===== src/rtl/uart_tx_pkg.sv =====
// Shared definitions for the UART transmit path: default width, FSM encodings
// and the parity helper used at frame accept.
package uart_tx_pkg;

  localparam int unsigned TX_WIDTH_DEF = 8;
  localparam int unsigned PAR_MAX_W    = 32;

  localparam logic [2:0] S_IDLE   = 3'd0;
  localparam logic [2:0] S_START  = 3'd1;
  localparam logic [2:0] S_DATA   = 3'd2;
  localparam logic [2:0] S_PARITY = 3'd3;
  localparam logic [2:0] S_STOP   = 3'd4;

  // Even parity when odd = 0, odd parity when odd = 1; callers zero-extend data.
  function automatic logic parity_bit(input logic [PAR_MAX_W-1:0] data, input logic odd);
    parity_bit = (^data) ^ odd;
  endfunction

endpackage


===== src/rtl/tx_serializer.sv =====
// Load/shift-right register plus bit counter feeding the UART transmit line.
// ser_data is the bit that the top registers onto the line at the next edge.
module tx_serializer
  import uart_tx_pkg::*;
#(
  parameter int unsigned WIDTH = TX_WIDTH_DEF
) (
  input  logic             clk,
  input  logic             rst,
  input  logic             load,
  input  logic             ser_en,
  input  logic [WIDTH-1:0] p_data,
  output logic             ser_data,
  output logic             ser_done
);

  localparam int unsigned CNT_W = (WIDTH > 1) ? $clog2(WIDTH) : 1;

  logic [WIDTH-1:0] shift_q, shift_d;
  logic [CNT_W-1:0] cnt_q, cnt_d;

  // Next-state for shift register and counter. The counter is parked at
  // all-ones on load so the shift that launches bit 0 wraps it to 0, making
  // cnt_q equal the index of the bit currently on the line.
  always_comb begin
    shift_d = shift_q;
    cnt_d   = cnt_q;
    if (load) begin
      shift_d = p_data;
      cnt_d   = {CNT_W{1'b1}};
    end else if (ser_en) begin
      shift_d = shift_q >> 1;
      cnt_d   = cnt_q + CNT_W'(1);
    end else begin
      shift_d = shift_q;
      cnt_d   = cnt_q;
    end
  end

  // State registers.
  always_ff @(posedge clk or negedge rst) begin
    if (!rst) begin
      shift_q <= {WIDTH{1'b0}};
      cnt_q   <= {CNT_W{1'b0}};
    end else begin
      shift_q <= shift_d;
      cnt_q   <= cnt_d;
    end
  end

  assign ser_data = shift_q[0];
  assign ser_done = (cnt_q == CNT_W'(WIDTH - 1));

endmodule


===== src/rtl/uart_tx.sv =====
// UART transmit FSM: start bit, WIDTH data bits LSB first, optional parity,
// stop bit. One bit per clk; tx_out and busy are driven straight from flops.
module uart_tx
  import uart_tx_pkg::*;
#(
  parameter int unsigned WIDTH = TX_WIDTH_DEF
) (
  input  logic             clk,
  input  logic             rst,
  input  logic [WIDTH-1:0] p_data,
  input  logic             data_valid,
  input  logic             par_en,
  input  logic             par_typ,
  output logic             tx_out,
  output logic             busy
);

  logic [2:0] state_q, state_d;
  logic       par_en_q, par_en_d;
  logic       par_bit_q, par_bit_d;
  logic       tx_out_q, tx_out_d;
  logic       busy_q, busy_d;
  logic       load, ser_en, ser_data, ser_done;

  assign load   = (state_q == S_IDLE) && data_valid;
  // The serializer shifts whenever the next line bit is a data bit.
  assign ser_en = (state_d == S_DATA);

  tx_serializer #(.WIDTH(WIDTH)) u_ser (
    .clk      (clk),
    .rst      (rst),
    .load     (load),
    .ser_en   (ser_en),
    .p_data   (p_data),
    .ser_data (ser_data),
    .ser_done (ser_done)
  );

  // Frame sequencing.
  always_comb begin
    state_d = state_q;
    case (state_q)
      S_IDLE:   state_d = data_valid ? S_START : S_IDLE;
      S_START:  state_d = S_DATA;
      S_DATA: begin
        if (ser_done) begin
          state_d = par_en_q ? S_PARITY : S_STOP;
        end else begin
          state_d = S_DATA;
        end
      end
      S_PARITY: state_d = S_STOP;
      S_STOP:   state_d = S_IDLE;
      default:  state_d = S_IDLE;
    endcase
  end

  // Parity options are frozen at accept so mid-frame input changes are inert.
  always_comb begin
    par_en_d  = par_en_q;
    par_bit_d = par_bit_q;
    if (load) begin
      par_en_d  = par_en;
      par_bit_d = parity_bit(PAR_MAX_W'(p_data), par_typ);
    end else begin
      par_en_d  = par_en_q;
      par_bit_d = par_bit_q;
    end
  end

  // Outputs are decoded from the next state so they line up with it.
  always_comb begin
    tx_out_d = 1'b1;
    case (state_d)
      S_IDLE:   tx_out_d = 1'b1;
      S_START:  tx_out_d = 1'b0;
      S_DATA:   tx_out_d = ser_data;
      S_PARITY: tx_out_d = par_bit_q;
      S_STOP:   tx_out_d = 1'b1;
      default:  tx_out_d = 1'b1;
    endcase
    busy_d = (state_d != S_IDLE);
  end

  // State and output registers.
  always_ff @(posedge clk or negedge rst) begin
    if (!rst) begin
      state_q   <= S_IDLE;
      par_en_q  <= 1'b0;
      par_bit_q <= 1'b0;
      tx_out_q  <= 1'b1;
      busy_q    <= 1'b0;
    end else begin
      state_q   <= state_d;
      par_en_q  <= par_en_d;
      par_bit_q <= par_bit_d;
      tx_out_q  <= tx_out_d;
      busy_q    <= busy_d;
    end
  end

  assign tx_out = tx_out_q;
  assign busy   = busy_q;

endmodule


===== config.mk =====
export PLATFORM = sky130hd
export DESIGN_NAME = uart_tx
export DESIGN_NICKNAME = d
export VERILOG_FILES = /design/src/rtl/uart_tx_pkg.sv /design/src/rtl/tx_serializer.sv /design/src/rtl/uart_tx.sv
export SDC_FILE = /design/constraint.sdc
export NUM_CORES = 1
export LEC_CHECK = 0
export CORE_ASPECT_RATIO = 0.8
export CORE_UTILIZATION = 55
export DETAILED_ROUTE_END_ITERATION = 8
export PLACE_DENSITY = 0.84
export SYNTH_ARGS = -nofsm -noshare
export SYNTH_HDL_FRONTEND = slang
export SYNTH_SLANG_ARGS = --single-unit

===== constraint.sdc =====
create_clock -name clk -period 5.2 [get_ports clk]
set_clock_uncertainty 0.2 [all_clocks]
set_input_delay 1.3 -clock clk [delete_from_list [all_inputs] [get_ports clk]]
set_output_delay 1.3 -clock clk [all_outputs]
set_load 0.03 [all_outputs]

==> metrics.md <==
| Metric | Value |
|---|---|
| Startpoint of the worst-slack reg-to-reg timing path | `u_ser.cnt_q[0]` |
| Sum of routed wire length over all layers | `around 1600 µm` |
| Final worst setup slack | `2.160 ns` |
| Number of buffers inserted to repair setup after CTS | `0` |
| Final worst-path cycle share | `0.5845` |
| Worst-path cell with the longest stage delay | `sky130_fd_sc_hd__nor4b_4` |
| Resize count post-CTS | `0` |
| Post-DR vias/cell | `5.153` |
| Starting density of the core | `0.5915` |
| Routed wire length per instance | `around 13 µm` |
| Most area-consuming cells after synthesis | `sky130_fd_sc_hd__dfrtp_1, sky130_fd_sc_hd__mux2i_1, sky130_fd_sc_hd__xnor2_1` |
| Overall track demand over capacity in global routing | `0.1984` |
| Setup repair after global routing missed its margin | `no` |
| Number of iterations in the first detailed-routing pass | `4` |
| Yosys Warn Count | `0` |
| Number of nets with antenna violations after routing | `0` |
| Worst stage delay on the critical path | `0.80 ns` |
| Top post-synthesis cells by count | `sky130_fd_sc_hd__dfrtp_1, sky130_fd_sc_hd__nor2_1, sky130_fd_sc_hd__a21oi_1` |
| DRC Markers | `0` |
| CTS Buf Count | `3` |
| R2r setup slk | `a little over 3 ns` |
| Kind of end point of the critical path | `flop` |
| Data required, critical path | `5.17 ns` |
| Yosys cell types | `27` |
| H-tree level count | `1` |
| Post-DP HPWL | `1155 µm` |
| Clock-pin slew on the worst setup and hold paths | `0.10 ns` |
| List of cells traversed by the critical path | `clkdlybuf4s50_1 > nor4b_4 > nor2_1 > a21oi_1 > a21oi_2` |
| Std-Cell Rows | `13` |
| Slew Viols, Final | `0` |
| Layout cells sized above 1 | `0.09804` |
| CP Launch Type | `input pin` |
| Critical path depth in cells | `5` |
| Fraction of registers with async set or reset after synthesis | `1.000` |
| Remaining global-route overflow | `0` |
| I/O pin total | `15` |
| Overall power consumption | `0.6755 mW` |
| Launch point of the critical path | `data_valid` |
| Pin count of the biggest net entering global routing | `19` |
| Ant. Diodes | `0` |
| Number of cells traversed by the worst register-to-register path | `6` |
| Iter 0 DRT Violations | `6` |
| Chip width | `roughly 49 µm` |
| Worst flop-to-flop path endpoint | `u_ser.shift_q[6]` |
| Final hold vios | `0` |
| Share of the synthesized area in the top cell type | `0.4421` |
| Leakage power of the design | `0.4642 nW` |
| Shortest clock period the worst path allows after layout | `between 3 and 4 ns` |
| Library cell with the highest instance count after synthesis | `sky130_fd_sc_hd__dfrtp_1` |
| WHS Path Cells | `2` |
| Number of I/O port buffers | `14` |
| CTS sink cnt | `18` |
| Synthesized net count | `between 100 and 150` |
| Pre-CTS setup slack | `between 1.5 and 2 ns` |
| Slew @ Worst Pin | `about 0.96 ns` |
| F_max | `0.3290 GHz` |
| Endpoint arrival time on the critical path | `approximately 3 ns` |
| Buffer levels on the longest clock path | `2` |
| Count of maximum capacitance violations | `0` |
| Cell family with most CP delay | `simple AND/OR/NAND/NOR gates` |
| Leading register cell type out of synthesis | `sky130_fd_sc_hd__dfrtp_1` |
| Insertion delay of the later-clocked pin in the worst-skew pair | `approximately 0.3 ns` |
| Via count of the first global-routing pass | `between 500 and 600` |
| Average size of a mapped cell | `between 10 and 15 µm²` |
| Flops & latches, synth | `18` |
| Run status | `finished clean` |
| Global-route wire length before repair | `around 2600 µm` |
| Dominant cell type by area after synthesis | `sky130_fd_sc_hd__dfrtp_1` |
| Mapped Area | `slightly below 0.001 mm²` |
| Number of vias after detailed routing | `639` |
| Worst path bufs/invs | `1` |
| CTS tree | `done` |
| Core Region | `around 0.0016 mm²` |
| Critical Path End | `u_ser.shift_q[6]` |
| Final non-filler cell total | `124` |
| Setup-violating endpoint count in the final report | `0` |
| Layout Nets | `118` |
| Setup CP Type | `in -> reg` |
| Weighted congestion reported at the end of routability-driven placement | `between 0.7 and 0.8` |
| Die footprint | `around 0.0019 mm²` |
| Areal power density over the cells | `around 600 mW/mm²` |
| Antenna violations before repair | `0` |
| Setup tns final | `0 ns` |
| Max-Slew Margin vs Limit | `0.3558` |
| Root Buffer Master | `sky130_fd_sc_hd__clkbuf_4` |
| Syn-to-layout area delta | `16.65%` |
| Cells after DPL | `between 100 and 150` |
| Number of cells produced by synthesis | `87` |
| Sequential area share after synthesis | `0.4694` |
| Worst ir drop on vdd | `roughly 0.00036 V` |
| Class of the tightest hold or removal check | `reg -> reg` |
| Peak fanout along the critical path | `15` |
| Vertical extent of the die | `39.41 µm` |
| Number of enable-type register cells in the synthesized netlist | `0` |
| Hold-fix buffers, CTS | `0` |
[area by class of cell]
type | count | area (µm²)
Multi-Input combinational cell | 62 | 461.7
Inverter | 4 | 15.01
Sequential cell | 18 | 451.7
Clock buffer | 4 | 26.28
Timing Repair Buffer | 14 | 140.1
Tap cell | 22 | 27.53
Fill cell | 119 | 504.2
[kinds of logic after synthesis]
logic type | Yosys count | synth area share
AND/OR/NAND/NOR | 25 | 0.1469
AO/OA/AOI/OAI | 20 | 0.1469
multiplexers | 7 | 0.07282
XOR/XNOR | 8 | 0.08713
flip-flops | 18 | 0.4694
buffers and inverters | 7 | 0.05071
adder cells (fa/ha/maj) | 2 | 0.02600
[registers in the layout, indices dropped and copies added, names as in the netlist]
| name | count |
|---|---|
| state_q | 3 |
| tx_out | 1 |
| par_bit_q | 1 |
| u_ser.shift_q | 8 |
| u_ser.cnt_q | 3 |
| par_en_q | 1 |
| busy | 1 |
[worst reg2reg max path, stage by stage (launching register included)]
cell and delay, ns:
sky130_fd_sc_hd__dfrtp_1 0.41, sky130_fd_sc_hd__ha_1 0.20, sky130_fd_sc_hd__ha_1 0.22, sky130_fd_sc_hd__or3b_4 0.42
sky130_fd_sc_hd__a21oi_4 0.38, sky130_fd_sc_hd__nor2_1 0.12, sky130_fd_sc_hd__a21oi_2 0.14
[power breakdown]
group,switching [mW],internal (mW)
Clock,0.0424,0.0299
Sequential,0.0526,0.212
Combinational,0.182,0.157
[cells in the final DEF, fill, tap and decap left out, drive strengths merged]
master          n
a211oi          1
a21boi          1
a21oi          12
clkbuf          4
clkdlybuf4s50  14
dfrtp          17
dfstp           1
ha              2
inv             4
mux2i           7
nand2           4
nand2b          4
nand3           1
nor2           11
nor2b           1
nor3b           1
nor4b           1
o21ai           4
o21bai          1
o31a            1
or3             1
or3b            1
xnor2           5
xnor3           1
xor2            2
[metal layers]
metal  track usage  up-vias  routed length, µm
met4       0.09559        0                 21
met1        0.2306      298                762
li1              -      326                  -
met5             0        -                  0
met2        0.3264       11                750
met3       0.08140        4                 56
[worst min path at each step]
stage	start	endpoint
2_1_floorplan	u_ser.shift_q[0]	tx_out
3_3_place_gp	u_ser.shift_q[0]	tx_out
3_5_place_dp	u_ser.shift_q[0]	tx_out
4_1_cts	u_ser.shift_q[0]	tx_out
5_1_grt	u_ser.shift_q[0]	tx_out
6_report	u_ser.shift_q[0]	tx_out
[metrics by stage]
step,instance area (µm²),util,hold slack (ns)
2_1_floorplan,962.2,-,0.2532
3_3_place_gp,1096,0.6738,0.2790
3_5_place_dp,1096,0.6738,0.2834
4_1_cts,1122,0.6900,0.2988
5_1_grt,1122,0.6900,0.3110
6_report,1122,0.6900,0.2960
(Power assumes the default switching activity.)
